[config.mk]
export PLATFORM = sky130hd
export DESIGN_NAME = sw_alloc_rr
export DESIGN_NICKNAME = d
export VERILOG_FILES = /design/src/rtl/sw_alloc_rr.sv
export SDC_FILE = /design/constraint.sdc
export NUM_CORES = 1
export LEC_CHECK = 0
export CAP_MARGIN = 10
export CELL_PAD_IN_SITES_DETAIL_PLACEMENT = 2
export CELL_PAD_IN_SITES_GLOBAL_PLACEMENT = 2
export CORE_MARGIN = 4
export CORE_UTILIZATION = 31
export CTS_CLUSTER_DIAMETER = 100
export DETAILED_ROUTE_END_ITERATION = 16
export PLACE_DENSITY_LB_ADDON = 0.1
export SLEW_MARGIN = 40
export SYNTH_ARGS = -nofsm -noshare
export SYNTH_HDL_FRONTEND = slang
export SYNTH_SLANG_ARGS = --single-unit
[constraint.sdc]
create_clock -name clk -period 9.6 [get_ports clk]
set_input_delay 1.92 -clock clk [delete_from_list [all_inputs] [get_ports clk]]
set_output_delay 1.92 -clock clk [all_outputs]
set_load 0.1 [all_outputs]
[src/rtl/sw_alloc_rr.sv]
// Switch allocator: one round-robin, packet-atomic arbiter per router output port.
// Optional macro ALLOC_TIMEOUT_EN adds per-output stall counters that force-release stuck locks.
module sw_alloc_rr #(
    parameter int Num_input = 5,
    parameter int Select    = 3,
    parameter int Timeout   = 16
) (
    input  logic                          clk,
    input  logic                          rst,
    input  logic [Num_input-1:0]          req,
    input  logic [Num_input*Select-1:0]   dest,
    input  logic [Num_input-1:0]          valid,
    input  logic [Num_input-1:0]          tail,
    output logic [Num_input-1:0]          grant,
    output logic [Num_input*Select-1:0]   sel,
    output logic [Num_input-1:0]          timeout
);

    // The all-ones select code marks an idle output, so it must not be a real port index.
    if (Num_input > (2**Select) - 1) begin : g_bad_select
        $error("Select too narrow for Num_input");
    end
    if (Timeout < 1) begin : g_bad_timeout
        $error("Timeout must be at least 1");
    end

    typedef enum logic {IDLE, LOCKED} state_t;

    state_t              state_q [Num_input];
    state_t              state_d [Num_input];
    logic [Select-1:0]   owner_q [Num_input];
    logic [Select-1:0]   owner_d [Num_input];
    logic [Select-1:0]   ptr_q   [Num_input];
    logic [Select-1:0]   ptr_d   [Num_input];
    logic [Num_input-1:0]        grant_d;
    logic [Num_input*Select-1:0] sel_d;
    logic                found;
    logic [Select-1:0]   pick;
    int                  idx;

`ifdef ALLOC_TIMEOUT_EN
    localparam int CntW = $clog2(Timeout + 1);
    logic [CntW-1:0]      cnt_q [Num_input];
    logic [CntW-1:0]      cnt_d [Num_input];
    logic [Num_input-1:0] timeout_d;
    logic [Num_input-1:0] timeout_q;
`endif

    // grant and sel are rebuilt from next-state so the registered outputs always match the FSMs.
    always_comb begin
        grant_d = '0;
        sel_d   = '1;
        found   = 1'b0;
        pick    = '0;
        idx     = 0;
`ifdef ALLOC_TIMEOUT_EN
        timeout_d = '0;
`endif
        for (int o = 0; o < Num_input; o++) begin
            state_d[o] = state_q[o];
            owner_d[o] = owner_q[o];
            ptr_d[o]   = ptr_q[o];
            found      = 1'b0;
            pick       = '0;
`ifdef ALLOC_TIMEOUT_EN
            cnt_d[o]   = cnt_q[o];
`endif
            case (state_q[o])
                IDLE: begin
                    for (int k = 0; k < Num_input; k++) begin
                        idx = int'(ptr_q[o]) + k;
                        if (idx >= Num_input) idx = idx - Num_input;
                        if (!found && req[idx] && !grant[idx] &&
                            dest[idx*Select +: Select] == Select'(o)) begin
                            found = 1'b1;
                            pick  = Select'(idx);
                        end
                    end
                    if (found) begin
                        state_d[o] = LOCKED;
                        owner_d[o] = pick;
                        ptr_d[o]   = (int'(pick) == Num_input - 1) ? '0 : pick + 1'b1;
                    end
                end
                LOCKED: begin
                    if (valid[owner_q[o]] && tail[owner_q[o]]) begin
                        state_d[o] = IDLE;
                    end
`ifdef ALLOC_TIMEOUT_EN
                    else if (valid[owner_q[o]]) begin
                        cnt_d[o] = '0;
                    end else if (cnt_q[o] == CntW'(Timeout - 1)) begin
                        state_d[o]   = IDLE;
                        timeout_d[o] = 1'b1;
                    end else begin
                        cnt_d[o] = cnt_q[o] + 1'b1;
                    end
                    if (state_d[o] == IDLE) cnt_d[o] = '0;
`endif
                end
                default: state_d[o] = IDLE;
            endcase
            if (state_d[o] == LOCKED) begin
                grant_d[owner_d[o]]         = 1'b1;
                sel_d[o*Select +: Select]   = owner_d[o];
            end
        end
    end

    always_ff @(posedge clk or posedge rst) begin
        if (rst) begin
            for (int o = 0; o < Num_input; o++) begin
                state_q[o] <= IDLE;
                owner_q[o] <= '0;
                ptr_q[o]   <= '0;
            end
            grant <= '0;
            sel   <= '1;
        end else begin
            for (int o = 0; o < Num_input; o++) begin
                state_q[o] <= state_d[o];
                owner_q[o] <= owner_d[o];
                ptr_q[o]   <= ptr_d[o];
            end
            grant <= grant_d;
            sel   <= sel_d;
        end
    end

`ifdef ALLOC_TIMEOUT_EN
    always_ff @(posedge clk or posedge rst) begin
        if (rst) begin
            for (int o = 0; o < Num_input; o++) cnt_q[o] <= '0;
            timeout_q <= '0;
        end else begin
            for (int o = 0; o < Num_input; o++) cnt_q[o] <= cnt_d[o];
            timeout_q <= timeout_d;
        end
    end

    assign timeout = timeout_q;
`else
    assign timeout = '0;
`endif

endmodule
Word level (Yosys, flattened, before mapping)
Cells that the tools add are included.
{ "classes": {"n_reduce_logical": 135, "n_lt_le_gt_ge": 65, "eq_ne": 25, "div": 0, "n_mul": 25, "mux": 350, "bitwise_logic": 9, "addsub": 50, "shifts": 25} }
{ "op_table": {"columns": ["cell", "count"], "rows": [
  ["$mux W32", 50],
  ["$lt A32 B5 Y1 const B", 25],
  ["$mul A32 B3 Y32 const B", 25],
  ["$shiftx A15 B32 Y3", 25],
  ["$bmux W1 S3", 60],
  ["$mux W1", 175],
  ["$mux W3", 50],
  ["$sub A4 B3 Y5 const B", 20],
  ["$ge A4 B3 Y1 const B", 20],
  ["$logic_and A1 B1 Y1", 80],
  ["$logic_not A1 Y1", 45],
  ["$add A3 B2 Y4 const B", 10],
  ["$lt A3 B4 Y1 const B", 10],
  ["$eq A3 B2 Y1 const B", 10],
  ["$eq A3 B3 Y1 const B", 10],
  ["$mux W5", 5],
  ["$add A3 B1 Y4 const B", 5],
  ["$add A3 B3 Y4 const B", 5],
  ["$or A5 B5 Y5", 4],
  ["$sub A3 B3 Y4 const B", 5],
  ["$add A3 B1 Y3 const B", 5],
  ["$demux W1 S3", 5],
  ["$eq A3 B1 Y1 const B", 5],
  ["$ge A3 B1 Y1 const B", 5],
  ["other kinds (5)", 25]
]} }
{ "totals": {"latch_bits": 0, "mem_bits_rw": 0, "mem_count": 0, "wordCells": 701, "mem_bits_ro": 0, "reg_bits": 55} }

Logic depth before layout (Yosys ltp)
{ "depth": {"ltp_word": 50, "depth_mapped": 29, "ltp_nobuf": 25} }

Worst setup path after synthesis
No wires, ideal clock.
{ "synth_timing": {"path_kind": "reg-to-reg", "startpoint": "register ptr_q[6] in the netlist's numbering", "endpoint": "register ptr_q[8] in the netlist's numbering", "setup_time_ns": 0.083, "slack_ns": 3.459, "n_path_buf": 4, "arrival_time_ns": 6.058, "required_ns": 9.517, "path_stages_with_launch": 27, "synth_period_minus_slack_ns": 6.141, "cell_sequence": "dfrtp_1 > buf_2 > inv_2 > buf_1 > ha_1 > clkbuf_1 > or3b_2 > o211ai_1 > ha_1 > ha_1 > fa_1 > nand4_1 > a2111oi_1 > o21a_1 > nor2_1 > a32o_1 > and3_1 > nor4bb_1 > buf_2 > or2_2 > or3_1 > nand2_1 > inv_1 > ha_1 > nor2_1 > mux2i_1 > o21ai_0"} }
{ "synth_via": {"elab_chain_cells": 37} }
{ "synth_lines": {"columns": ["element", "line_no", "source"], "rows": [
  ["start: declaration", "33", "logic [Select-1:0] ptr_q [Num_input];"],
  ["start signal: indexed assignment", "123", "ptr_q[o] <= ptr_d[o];"],
  ["parallel branches: the longest is 37 deep, another holds $mul A32 B3 Y32", null, null]
]} }
Parallel ways; which one is timed is not known. The select of a mux whose other input is x is not followed.
A chain may end at the register's enable or synchronous reset.

==> results <==
- The data required time at the worst endpoint is 9850 ps.
- The type of element launching the critical path is a register.
- Measured along the x axis, the die boundary spans 261 um.
- Setup repair after global routing left no endpoint under its margin.
- STA classifies the critical path endpoint as a register.
- The clock drives 55 sinks.
- The most frequent cell after synthesis is ha_1.
- At the later pin of the worst-skew pair, clock insertion delay measures 320 ps.
- The most used flip-flop cell after synthesis is dfrtp_1.
- Of the post-synthesis cell area, the dominant cell type holds 14.8%.
- Counting flops and latches in the post-synthesis netlist gives 55.
- During placement, the flow inserted port buffers numbering 51.
- The number of detailed-route iterations in the first pass is 5.
- Synthesis produced 2,596 cells.
- The row count is 92.
- The number of vias per cell is 6.26.
- After clock tree synthesis, the setup repair step added 0 buffers.
- The number of endpoints failing setup at the final stage is 0.
- The run finished with clean final reports.
- The first global-routing pass estimated 146,000 um of wire.
- By area the synthesized netlist is led by ha_1, mux2i_1, dfrtp_1.
- Wires add up to 96,800 um.
- In this run the worst path has a maximum fanout of 37.
- After detailed routing, the average wire length per cell comes to 28.6 um.
- The largest net degree at the start of global routing is 56.
- The maximum clock frequency is 137 MHz.
- The commonest cells after synthesis are ha_1, nand2_1, inv_1.
- Once detailed placement completed, the half-perimeter wirelength came to 74,600 um.
- Yosys printed 0 warnings.
- In this run the clock root is driven by a clkbuf_16.
- Headroom to the max-slew limit came out at 41.2%.
- Relative to the synthesized area, the layout overhead comes to 6.19%.
- Summing all placed instances gives a cell area of 21,000 um^2.
- In this run the remaining antenna-violating nets after routing total 0.
- For this block, the via count after detailed routing is 21.2k.
- The setup clock skew after layout is 10.4 ps.
- The I/O pin count is 57.
- In this run the vertical extent of the chip is 261 um.
- The overall overflow remaining after global route is 0.
- The H-tree level count is 2.
- The number of synthesized flops with an enable pin is 0.
- The core outline area is 63,300 um^2.
- The hold-fix buffer count after cts is 0.
- The global placer's final weighted congestion is 0.897.
- The first-iteration detailed-routing DRC count is 1,410.
- The synthesized netlist occupies a cell area of 19,900 um^2.
- The final max-slew violation count is 0.
- TritonCTS built the clock tree.
- The distinct cell type count of the synthesized netlist is 137.
- The slew of the pin with the lowest slew margin is 879 ps.
- In this run, post-CTS repair resized a total of 0 instances.
- Once the floorplan was initialized, standard cells occupied 31.5% of the core.
- The post-route standard cell area excluding fillers is 21,200 um^2.
- The time the worst path needs with I/O delays and setup is 7280 ps.
- The library cell occupying the most area in the post-synthesis netlist is ha_1.
- The mean instance size in the synthesized netlist is 7.67 um^2.
- In the global route stage, overall resource usage came out at 27.5%.
- The final clock period utilization by the worst path is 75.9%.
- Clock-pin slew was measured on the worst setup and hold paths at 90 ps.
- By startpoint and endpoint, the worst setup path is classified as register to register.
- The number of endpoints with negative hold slack in the final report is 0.
- The number of buffers on the longest clock path is 2.
- The via count of the first global-routing pass came to 22.5k.
- Max-cap violations in this run came to 0.
- The post-route DRC violation count is 0.
- For this run, asynchronously set or reset flops after synthesis account for 100%.
- Data on the critical path arrives at its endpoint at 7540 ps.
- The antenna diode count is 0.
- In this run the worst hold path is classified as register to register.
- The setup total negative slack is 0 ps.
- Sequential cells were found to cover 7.00% of the synthesized design area.
- The number of antenna violations at the first check in global routing is 3.
- The area enclosed by the die boundary is 68,400 um^2.
- In the final design database the tool counted 2,835 nets.
- The layout cell share with drive strength beyond 1 is 10.9%.
- The number of buffers added by the clock tree synthesis step is 5.
-- cell type report --
cell class                      instances  area, um^2
Fill cell                            7425       42200
Multi-Input combinational cell       2186       17100
Sequential cell                        55        1400
Tap cell                              846        1060
Timing Repair Buffer                  100         737
Inverter                              190         716
Clock buffer                            5         125
Clock inverter                          3        26.3
-- registers in the layout (all words and copies together), names as in the netlist --
register,flops
owner_q,15
state_q,5
ptr_q,15
sel,15
grant,5
-- routing by layer --
layer | global-route usage (%) | wire [um] | vias up
met2 | 45.6 | 44100 | 510
met5 | 0 | 0 | -
li1 | - | - | 9583
met4 | 5.28 | 2040 | 0
met3 | 2.72 | 4440 | 108
met1 | 39.2 | 46200 | 11000
-- logic make-up after synthesis --
logic type,share of synthesized area [%]
AO/OA/AOI/OAI,28.8
XOR/XNOR,3.88
adder cells (fa/ha/maj),17.8
buffers and inverters,7.67
flip-flops,7.00
multiplexers,11.9
other,0.0188
AND/OR/NAND/NOR,23.0
-- worst max-delay path: stages, from the launching register on --
cell       delay (ps)
dfrtp_1           340
buf_4             420
inv_2             320
ha_1              670
or3b_2            560
o211ai_1          510
ha_1              350
ha_1              250
fa_1              650
nand4_1           130
a2111oi_1         660
o211ai_1          190
o311ai_0          160
a21oi_1           130
nor4bb_4          570
mux2i_1           280
o221ai_1          220
a22oi_2           250
inv_2              90
or3b_1            390
nand4_1            70
-- worst paths after layout --
check | start | to | slack (ps) | depth (start not counted)
worst max register to register | ptr_q[6]$_DFFE_PP0P_ | grant[2]$_DFF_PP0_ | 2320 | 20
min in group asynchronous | rst | ptr_q[4]$_DFFE_PP0P_ | 2030 | 3
worst max-delay path | ptr_q[6]$_DFFE_PP0P_ | grant[2]$_DFF_PP0_ | 2320 | 20
worst min-delay path | owner_q[11]$_DFF_PP0_ | owner_q[11]$_DFF_PP0_ | 580 | 2
max in group asynchronous | rst | owner_q[1]$_DFF_PP0_ | 7140 | 3
worst min register to register | owner_q[11]$_DFF_PP0_ | owner_q[11]$_DFF_PP0_ | 580 | 2
-- cells in the final DEF, fill, tap and decap left out, types with 30 or more instances in the layout --
cell type / instances
nand3_1: 54
nor2b_1: 65
a21o_1: 40
nor3_1: 74
xnor2_1: 36
dfrtp_1: 40
nand2b_1: 71
inv_1: 178
ha_1: 235
xor2_1: 31
nor2_1: 175
a31oi_1: 32
buf_2: 30
o21ai_0: 107
a21oi_1: 157
mux2_2: 30
buf_4: 46
a211oi_1: 40
nand2_1: 188
mux2i_1: 140
o211ai_1: 43
fa_1: 30
-- metrics by stage --
step | hold slack [ps] | setup WS, ps | std cells | utilization, %
floorplan | 495 | 3460 | 2600 | -
global placement | 554 | 2460 | 3374 | 33.2
detailed placement | 557 | 2340 | 3376 | 33.1
CTS | 573 | 2300 | 3384 | 33.4
global route | 599 | 1910 | 3385 | 33.4
finish | 578 | 2320 | 3385 | 33.4
Power is not shown: default switching activity piles up to over one toggle a cycle in this logic, so the estimate is an artifact.
